$ cat src/rtl/riesgos_pkg.sv
// riesgos_pkg
// Shared definitions for the hazard/stall controller: the FSM state type,
// register-index width and the hard-wired zero register index.
package riesgos_pkg;

  localparam int REG_W = 5;

  // Register 0 is hard-wired to zero, so a load targeting it never creates
  // a real dependency.
  localparam logic [REG_W-1:0] ZERO_REG = '0;

  typedef enum logic {
    RUN      = 1'b0,
    MEM_WAIT = 1'b1
  } estado_t;

endpackage

$ cat src/rtl/contador_saturado.sv
// contador_saturado
// Saturating up-counter with synchronous clear.
// Ports:
//   clk    - clock
//   clear  - synchronous clear to zero (dominates enable)
//   enable - count up by one this cycle
//   count  - current value; sticks at all-ones instead of wrapping
module contador_saturado #(
  parameter int WIDTH = 16
) (
  input  logic             clk,
  input  logic             clear,
  input  logic             enable,
  output logic [WIDTH-1:0] count
);

  // Clear wins; otherwise increment until all-ones, then hold.
  always_ff @(posedge clk) begin
    if (clear) begin
      count <= '0;
    end else if (enable && (count != '1)) begin
      count <= count + WIDTH'(1);
    end
  end

endmodule

$ cat src/rtl/unidad_riesgos.sv
// unidad_riesgos
// Hazard/stall controller sitting beside the ID stage. Resolves what the
// forwarding unit cannot: load-use stalls, taken-branch flushes and a full
// pipeline freeze while data memory is busy. Also runs a watchdog on memory
// waits and a saturating count of stalled cycles.
// Ports:
//   clk, reset_n                     - clock, synchronous active-low reset
//   rs_id, rt_id, uses_rt_id         - source registers of the ID instruction
//   rt_ex, mem_read_ex               - destination / load flag of EX instruction
//   branch_taken_ex                  - branch resolved taken in EX
//   mem_access_mem, mem_ready        - MEM-stage access and its completion
//   pc_write, ifid_write             - PC and IF/ID enables
//   ifid_flush, idex_bubble          - squash IF/ID, inject NOP into ID/EX
//   freeze                           - hold ID/EX, EX/MEM, MEM/WB
//   mem_timeout                      - sticky watchdog error
//   stall_count                      - saturating count of cycles with pc_write=0
module unidad_riesgos
  import riesgos_pkg::*;
#(
  parameter int MAX_WAIT = 255,
  parameter int CNT_W    = 16
) (
  input  logic             clk,
  input  logic             reset_n,
  input  logic [REG_W-1:0] rs_id,
  input  logic [REG_W-1:0] rt_id,
  input  logic             uses_rt_id,
  input  logic [REG_W-1:0] rt_ex,
  input  logic             mem_read_ex,
  input  logic             branch_taken_ex,
  input  logic             mem_access_mem,
  input  logic             mem_ready,
  output logic             pc_write,
  output logic             ifid_write,
  output logic             ifid_flush,
  output logic             idex_bubble,
  output logic             freeze,
  output logic             mem_timeout,
  output logic [CNT_W-1:0] stall_count
);

  localparam logic [15:0] MAX_WAIT_C = 16'(MAX_WAIT);

  estado_t     state;
  estado_t     nextState;
  logic        flushPend;
  logic        nextFlushPend;
  logic [15:0] waitCnt;
  logic [15:0] waitNext;
  logic        loadUse;
  logic        memWait;
  logic        branchEff;

  // Hazard conditions straight from the pipeline registers. A load into
  // register 0 is harmless, and Rt only matters if ID actually reads it.
  always_comb begin
    loadUse = mem_read_ex && (rt_ex != ZERO_REG) &&
              ((rt_ex == rs_id) || (uses_rt_id && (rt_ex == rt_id)));
    memWait = mem_access_mem && !mem_ready;
  end

  // Next-state and control outputs. Freeze has top priority; when it is not
  // active a taken branch (live or remembered from before the freeze)
  // outranks load-use, since the flush discards the dependent instruction.
  always_comb begin
    pc_write      = 1'b1;
    ifid_write    = 1'b1;
    ifid_flush    = 1'b0;
    idex_bubble   = 1'b0;
    freeze        = 1'b0;
    nextState     = state;
    nextFlushPend = flushPend;
    branchEff     = 1'b0;

    if (!reset_n) begin
      pc_write      = 1'b0;
      ifid_write    = 1'b0;
      ifid_flush    = 1'b1;
      idex_bubble   = 1'b1;
      nextState     = RUN;
      nextFlushPend = 1'b0;
    end else begin
      case (state)
        RUN: begin
          if (memWait) begin
            freeze        = 1'b1;
            pc_write      = 1'b0;
            ifid_write    = 1'b0;
            nextState     = MEM_WAIT;
            nextFlushPend = branch_taken_ex;
          end else begin
            branchEff = branch_taken_ex;
          end
        end
        MEM_WAIT: begin
          if (!mem_ready) begin
            freeze     = 1'b1;
            pc_write   = 1'b0;
            ifid_write = 1'b0;
          end else begin
            branchEff     = flushPend || branch_taken_ex;
            nextState     = RUN;
            nextFlushPend = 1'b0;
          end
        end
        default: begin
          nextState     = RUN;
          nextFlushPend = 1'b0;
        end
      endcase

      if (!freeze) begin
        if (branchEff) begin
          ifid_flush  = 1'b1;
          idex_bubble = 1'b1;
        end else if (loadUse) begin
          pc_write    = 1'b0;
          ifid_write  = 1'b0;
          idex_bubble = 1'b1;
        end
      end
    end
  end

  // Watchdog count: zero whenever we are (going back) in RUN, counts each
  // cycle spent staying in MEM_WAIT, and parks at MAX_WAIT so it never wraps.
  always_comb begin
    waitNext = waitCnt;
    if (nextState == RUN) begin
      waitNext = '0;
    end else if ((state == MEM_WAIT) && (waitCnt != MAX_WAIT_C)) begin
      waitNext = waitCnt + 16'd1;
    end
  end

  // State register, pending flush, watchdog and its sticky error flag.
  always_ff @(posedge clk) begin
    if (!reset_n) begin
      state       <= RUN;
      flushPend   <= 1'b0;
      waitCnt     <= '0;
      mem_timeout <= 1'b0;
    end else begin
      state     <= nextState;
      flushPend <= nextFlushPend;
      waitCnt   <= waitNext;
      if (waitNext == MAX_WAIT_C) begin
        mem_timeout <= 1'b1;
      end
    end
  end

  contador_saturado #(
    .WIDTH (CNT_W)
  ) uStallCount (
    .clk    (clk),
    .clear  (!reset_n),
    .enable (!pc_write),
    .count  (stall_count)
  );

endmodule

$ cat config.mk
export PLATFORM = sky130hd
export DESIGN_NAME = unidad_riesgos
export DESIGN_NICKNAME = d
export VERILOG_FILES = /design/src/rtl/riesgos_pkg.sv /design/src/rtl/contador_saturado.sv /design/src/rtl/unidad_riesgos.sv
export SDC_FILE = /design/constraint.sdc
export NUM_CORES = 1
export LEC_CHECK = 0
export CAP_MARGIN = 20
export CORE_ASPECT_RATIO = 1.4
export CORE_UTILIZATION = 51
export DETAILED_ROUTE_END_ITERATION = 8
export GPL_TIMING_DRIVEN = 0
export PLACE_DENSITY = 0.88
export SLEW_MARGIN = 30
export SYNTH_ARGS = -nofsm -noshare
export SYNTH_HDL_FRONTEND = slang
export SYNTH_HIERARCHICAL = 1
export SYNTH_SLANG_ARGS = --single-unit
export TNS_END_PERCENT = 30
$ cat constraint.sdc
create_clock -name clk -period 4.4 [get_ports clk]
set_input_delay 1.1 -clock clk [delete_from_list [all_inputs] [get_ports clk]]
set_output_delay 1.1 -clock clk [all_outputs]
set_load 0.01 [all_outputs]
# Yosys cells after proc, flatten, opt, wreduce, memory -nomap -nowiden
# Cells that the tools add are included.
# totals
register_bits,35
out_inout_bits,22
elab_cells,56
in_bits,22
# op_classes
bitwise_logic,1
n_reduce_logical,12
addsub,2
eq_ne,7
mux,29
# ops
cell,count
$add A16 B1 Y16 const B,2
$mux W16,2
$mux W1,23
$eq A16 B8 Y1 const B,1
$ne A16 B16 Y1 const B,1
$ne A16 B8 Y1 const B,1
$eq A5 B5 Y1,2
$pmux W1 S2,4
$logic_and A1 B1 Y1,6
$reduce_bool A5 Y1,1
$ne A2 B2 Y1 const B,2
$logic_not A1 Y1,2
$logic_or A1 B1 Y1,2
$reduce_and A2 Y1,1
$not A1 Y1,1

# Depth between registers and ports, before layout
# Gate-level depths: netlist (run 1).
# logic_depth
word_depth,10
depth_mapped,10
depth_no_buf,10

# Hierarchy
# The synthesis (run 1) kept the hierarchy.
# by_module_without_submodules
mod,cells_per_inst,seq_area_each_um2,instances,area_each_um2
unidad_riesgos,144,380.4,1,1236.2
contador_saturado,99,320.3,1,848.3

# Worst setup path before layout (run 1)
# Ideal clock, no wire load.
# synth_path
path_type,input to register
start,input port rt_ex[1]
end,register uStallCount.count[7]
required_ns,4.330
stages,10
path_slack_ns,0.823
arrival_ns,3.506
n_path_buf,1
setup_ns,0.070
path_cell_list,xor2_1 > nor4_1 > nand3_1 > o31ai_1 > o211ai_1 > o311ai_0 > nand2_1 > clkbuf_1 > or4_1 > a21oi_1
# synth_between
elab_chain_cells,10
elab_cells_between_ends,13
cone_classes,eq/ne: 2; mux: 4; reduce/logical: 7
# synth_lines
item,line,rtl
from (decl),unidad_riesgos.sv:28,"input logic [REG_W-1:0] rt_ex,"
$eq A5 B5 Y1,unidad_riesgos.sv:58,((rt_ex == rs_id) || (uses_rt_id && (rt_ex == rt_id)));
$logic_and A1 B1 Y1,unidad_riesgos.sv:58,
$logic_or A1 B1 Y1,unidad_riesgos.sv:58,
$logic_and A1 B1 Y1 *,unidad_riesgos.sv:57,loadUse = mem_read_ex && (rt_ex != ZERO_REG) &&
$mux W1 *,unidad_riesgos.sv:116,end else if (loadUse) begin
$mux W1 *,unidad_riesgos.sv:113,if (branchEff) begin
$mux W1 *,unidad_riesgos.sv:112,if (!freeze) begin
$mux W1 *,unidad_riesgos.sv:75,if (!reset_n) begin
$logic_not A1 Y1 *,unidad_riesgos.sv:158,".enable (!pc_write),"
$logic_and A1 B1 Y1 *,contador_saturado.sv:21,end else if (enable && (count != '1)) begin
to (signal assigned),contador_saturado.sv:22,count <= count + WIDTH'(1);
to (decl),contador_saturado.sv:14,output logic [WIDTH-1:0] count
# Every way passes the cells marked *; elsewhere a longest branch is shown, timed or not.
# A chain may end at the register's enable or synchronous reset.

# Worst setup path after layout (run 1)
# layout_path
start,input port rt_ex[0]
end,output port pc_write
# layout_between
elab_chain_cells,8
elab_cells_between_ends,11
cone_classes,eq/ne: 2; mux: 4; reduce/logical: 5
# layout_lines
item,line,rtl
$eq A5 B5 Y1,unidad_riesgos.sv:58,
$logic_and A1 B1 Y1,unidad_riesgos.sv:58,
$logic_or A1 B1 Y1,unidad_riesgos.sv:58,
$logic_and A1 B1 Y1 *,unidad_riesgos.sv:57,
$mux W1 *,unidad_riesgos.sv:116,
$mux W1 *,unidad_riesgos.sv:113,
$mux W1 *,unidad_riesgos.sv:112,
$mux W1 *,unidad_riesgos.sv:75,
to (decl),unidad_riesgos.sv:33,"output logic pc_write,"
# Marked as above.

==> metrics, run 1 <==
Total Wirelength 5257 um; Ys Warns 6; Final WS setup 126.8 ps; DR WL met2 between 2000 and 3000 um; final setup TNS 0 ps; Antenna diodes 0; register share of total power 50.4%; Power Internal 0.0004709 W; share of cells above drive strength 1 about a tenth; pre-CTS setup slack -145.0 ps; wire per inst between 15 and 20 um; fin crit period 4273 ps; area of the multi-input gates between 1000 and 1500 um2; Top Layer Used met4; 1st-pass router iterations 4; Fmax achieved 234.0 MHz; RSZ-0062 raised after global routing false; CTS Sinks 35; Routed met1 length 2101 um; DRC 0; CTS Buffer Depth 2; CTS root buf clkbuf_8; row count 27; TritonCTS Buffers 5; worst skew pair latency 300 ps; post-route core utilization approximately two thirds; actual slew at the worst max-slew pin 753.6 ps; grt total ovfl 0; xor and xnor area share after synthesis 9.664%; Die X 56.03 um; Clock transition at path regs about 70 ps; mux contribution to synthesized area under 10%; Main synth FF type dfxtp_1; drt first-iter violations 51; relative slew slack 48.96%; share of synthesized registers carrying an async set or reset 0%; Layout area overhead 28.39%; Seq/Total Area, Yosys 33.61%; Max VDD drop 0.2305 mV; All-Layer GR Usage 25.23%; pin count of the biggest net entering global routing 14; die height 77.65 um; CP Launch Type primary input; number of flops mapped to enable cells by yosys 0; Period Utilization, post-route 97.12%; Synth cell types 55; FF+latch area 700.7 um2; final hold vios 0; leakage power 0.9379 nW; vias 2080; final net count 318; GP Congestion 0.8429; antenna violations before repair 0; Seq cells post-synth 35; clk_skew 7.509 ps; Net Sw Frac 26.54%; core area approximately 3900 um2; CTS H-tree lvls 2; Post-Synthesis Cell Area about 2100 um2; met3 WL roughly 170 um; Worst Setup End Kind primary output; I/O Buffers 43; largest family of logic cells by synthesized area simple AND/OR/NAND/NOR gates; endpoints failing setup 0; Data required, critical path 3300 ps; Net Count, Synth 267; top-level I/O count 44; dpl cells 329; signal arrival time at the worst endpoint 3170 ps; Combinational Power Share 11.0%; status finished clean; post-route ant nets 0; Max Slew Vio Count 0; cell count after synthesis 243; Syn Area/Cell 8.578 um2; Crit Path Category in -> out; first-pass GRT wire length 8714 um; Hold WC Path Type reg -> reg; max_cap viols 0; simple-gate share of the synthesized area between 30% and 40%; post-synthesis adder-cell area fraction roughly 1.2%; worst hold slack roughly 470 ps; Compound-Gate Fraction of Synth Area 15.49%; Initial Utilization 53.19%; crit-path max FO 3; pwr dens 239.5 nW/um2; Finished Layout Cells 338; DIE AREA 4350 um2; Filler Cell Count 320; CTS tree yes; Hold Buf Count CTS 0; Psw 0.0001701 W; clock network power share 38.6%; vias in the first global route ~1900; vias per cell 6.154; Detailed Place HPWL 3780 um; worst reg2reg setup slack 1810 ps
## metal layers
metal  GRT usage (%)  up-vias
li1                -     1012
met1           25.99      985
met2           45.71       60
met3           4.333       23
met4           16.83        0
met5               0        -
## final cells by class
type / instances / share of cell area [%]
Clock buffer: 5 / 2.571
Timing Repair Buffer: 44 / 16.36
Buffer: 8 / 1.636
Sequential cell: 35 / 26.18
Inverter: 11 / 1.543
Multi-Input combinational cell: 189 / 48.76
Clock inverter: 3 / 0.9350
Tap cell: 43 / 2.010
## cells in the mapped netlist (6+ instances only)
library cell	n	area (um2)
a21oi_1	16	80.08
dfxtp_1	35	700.7
xnor2_1	12	105.1
o31ai_1	7	52.55
nor2_1	20	75.07
inv_1	11	41.29
xor2_1	11	96.34
nand3_1	16	80.08
nor3_1	7	35.03
nor4_1	7	43.79
or4_1	8	60.06
nand4_1	6	37.54
nand2_1	15	56.30
and3_1	7	43.79
## critical path: stages
cell and delay (ps):
clkdlybuf4s50_1 480, xor2_1 200, nor4_2 280, nand3_1 110, o31ai_1 70, o211ai_1 160
o311a_1 360, buf_4 130, dlygate4sd2_1 280
## cell usage in the layout, fill, tap and decap left out, types with 5 or more instances in the layout
master	instances
a21oi_1	16
and3_1	7
clkbuf_8	5
clkdlybuf4s50_1	40
dfxtp_1	35
inv_1	11
nand2_1	15
nand3_1	16
nand4_1	6
nor2_1	20
nor3_1	7
nor4_1	6
o31ai_1	7
or4_1	8
xnor2_1	12
xor2_1	11
## what timing repair did
action	4_1_cts	5_1_grt
buffers inserted	1	0
pin swaps	2	0
resized for setup	2	2
endpoints found under the setup margin	2	4
## through the flow
stage / instance area (um2) / power, W
final: 2676 / 0.0006410
after global routing: 2676 / 0.0006600
after CTS: 2668 / 0.0006427
after detailed placement: 2569 / 0.0003998
after global placement: 2569 / 0.0003980
after floorplan: 2085 / 0.0003599
## final timing paths
path | start | end | cells after the start
max | rt_ex[0] | pc_write | 9
min reg2reg | mem_timeout$_SDFFE_PN0N_ | mem_timeout$_SDFFE_PN0N_ | 1
min | mem_timeout$_SDFFE_PN0N_ | mem_timeout$_SDFFE_PN0N_ | 1
max reg2reg | state$_SDFF_PN0_ | uStallCount/count[9]$_SDFFE_PP0P_ | 7
## cell families after synthesis
logic type	count (synthesis)
multiplexers	4
XOR/XNOR	23
AND/OR/NAND/NOR	113
adder cells (fa/ha/maj)	2
buffers and inverters	19
flip-flops	35
AO/OA/AOI/OAI	47
## sequential cells by signal (all words and copies together) (netlist names)
signal / count
waitCnt: 16
mem_timeout: 1
state: 1
uStallCount/count: 16
flushPend: 1
## power by group through the flow
stage	combinational (W)	sequential, W	clock, W
final	0.0000703	0.000323	0.000247
after global routing	0.0000754	0.000324	0.000261
after CTS	0.0000694	0.000323	0.000250
after detailed placement	0.0000693	0.000331	0
after global placement	0.0000675	0.000331	0
after floorplan	0.0000290	0.000331	0
Power figures use the tool's default switching activity.
==> run 2, diff against run 1 <==
--- a/config.mk
+++ b/config.mk
@@ -11,7 +11,7 @@
 export DETAILED_ROUTE_END_ITERATION = 8
 export GPL_TIMING_DRIVEN = 0
 export PLACE_DENSITY = 0.88
-export SLEW_MARGIN = 30
+export SLEW_MARGIN = 20
 export SYNTH_ARGS = -nofsm -noshare
 export SYNTH_HDL_FRONTEND = slang
 export SYNTH_HIERARCHICAL = 1
==> results of run 2 <==
No change in the layout: final DEF, timing and power equal those of run 1.
Among the figures that moved: setup slack after placement -145.0 ps -> -227.2 ps; number of gates resized after CTS 2 -> 3
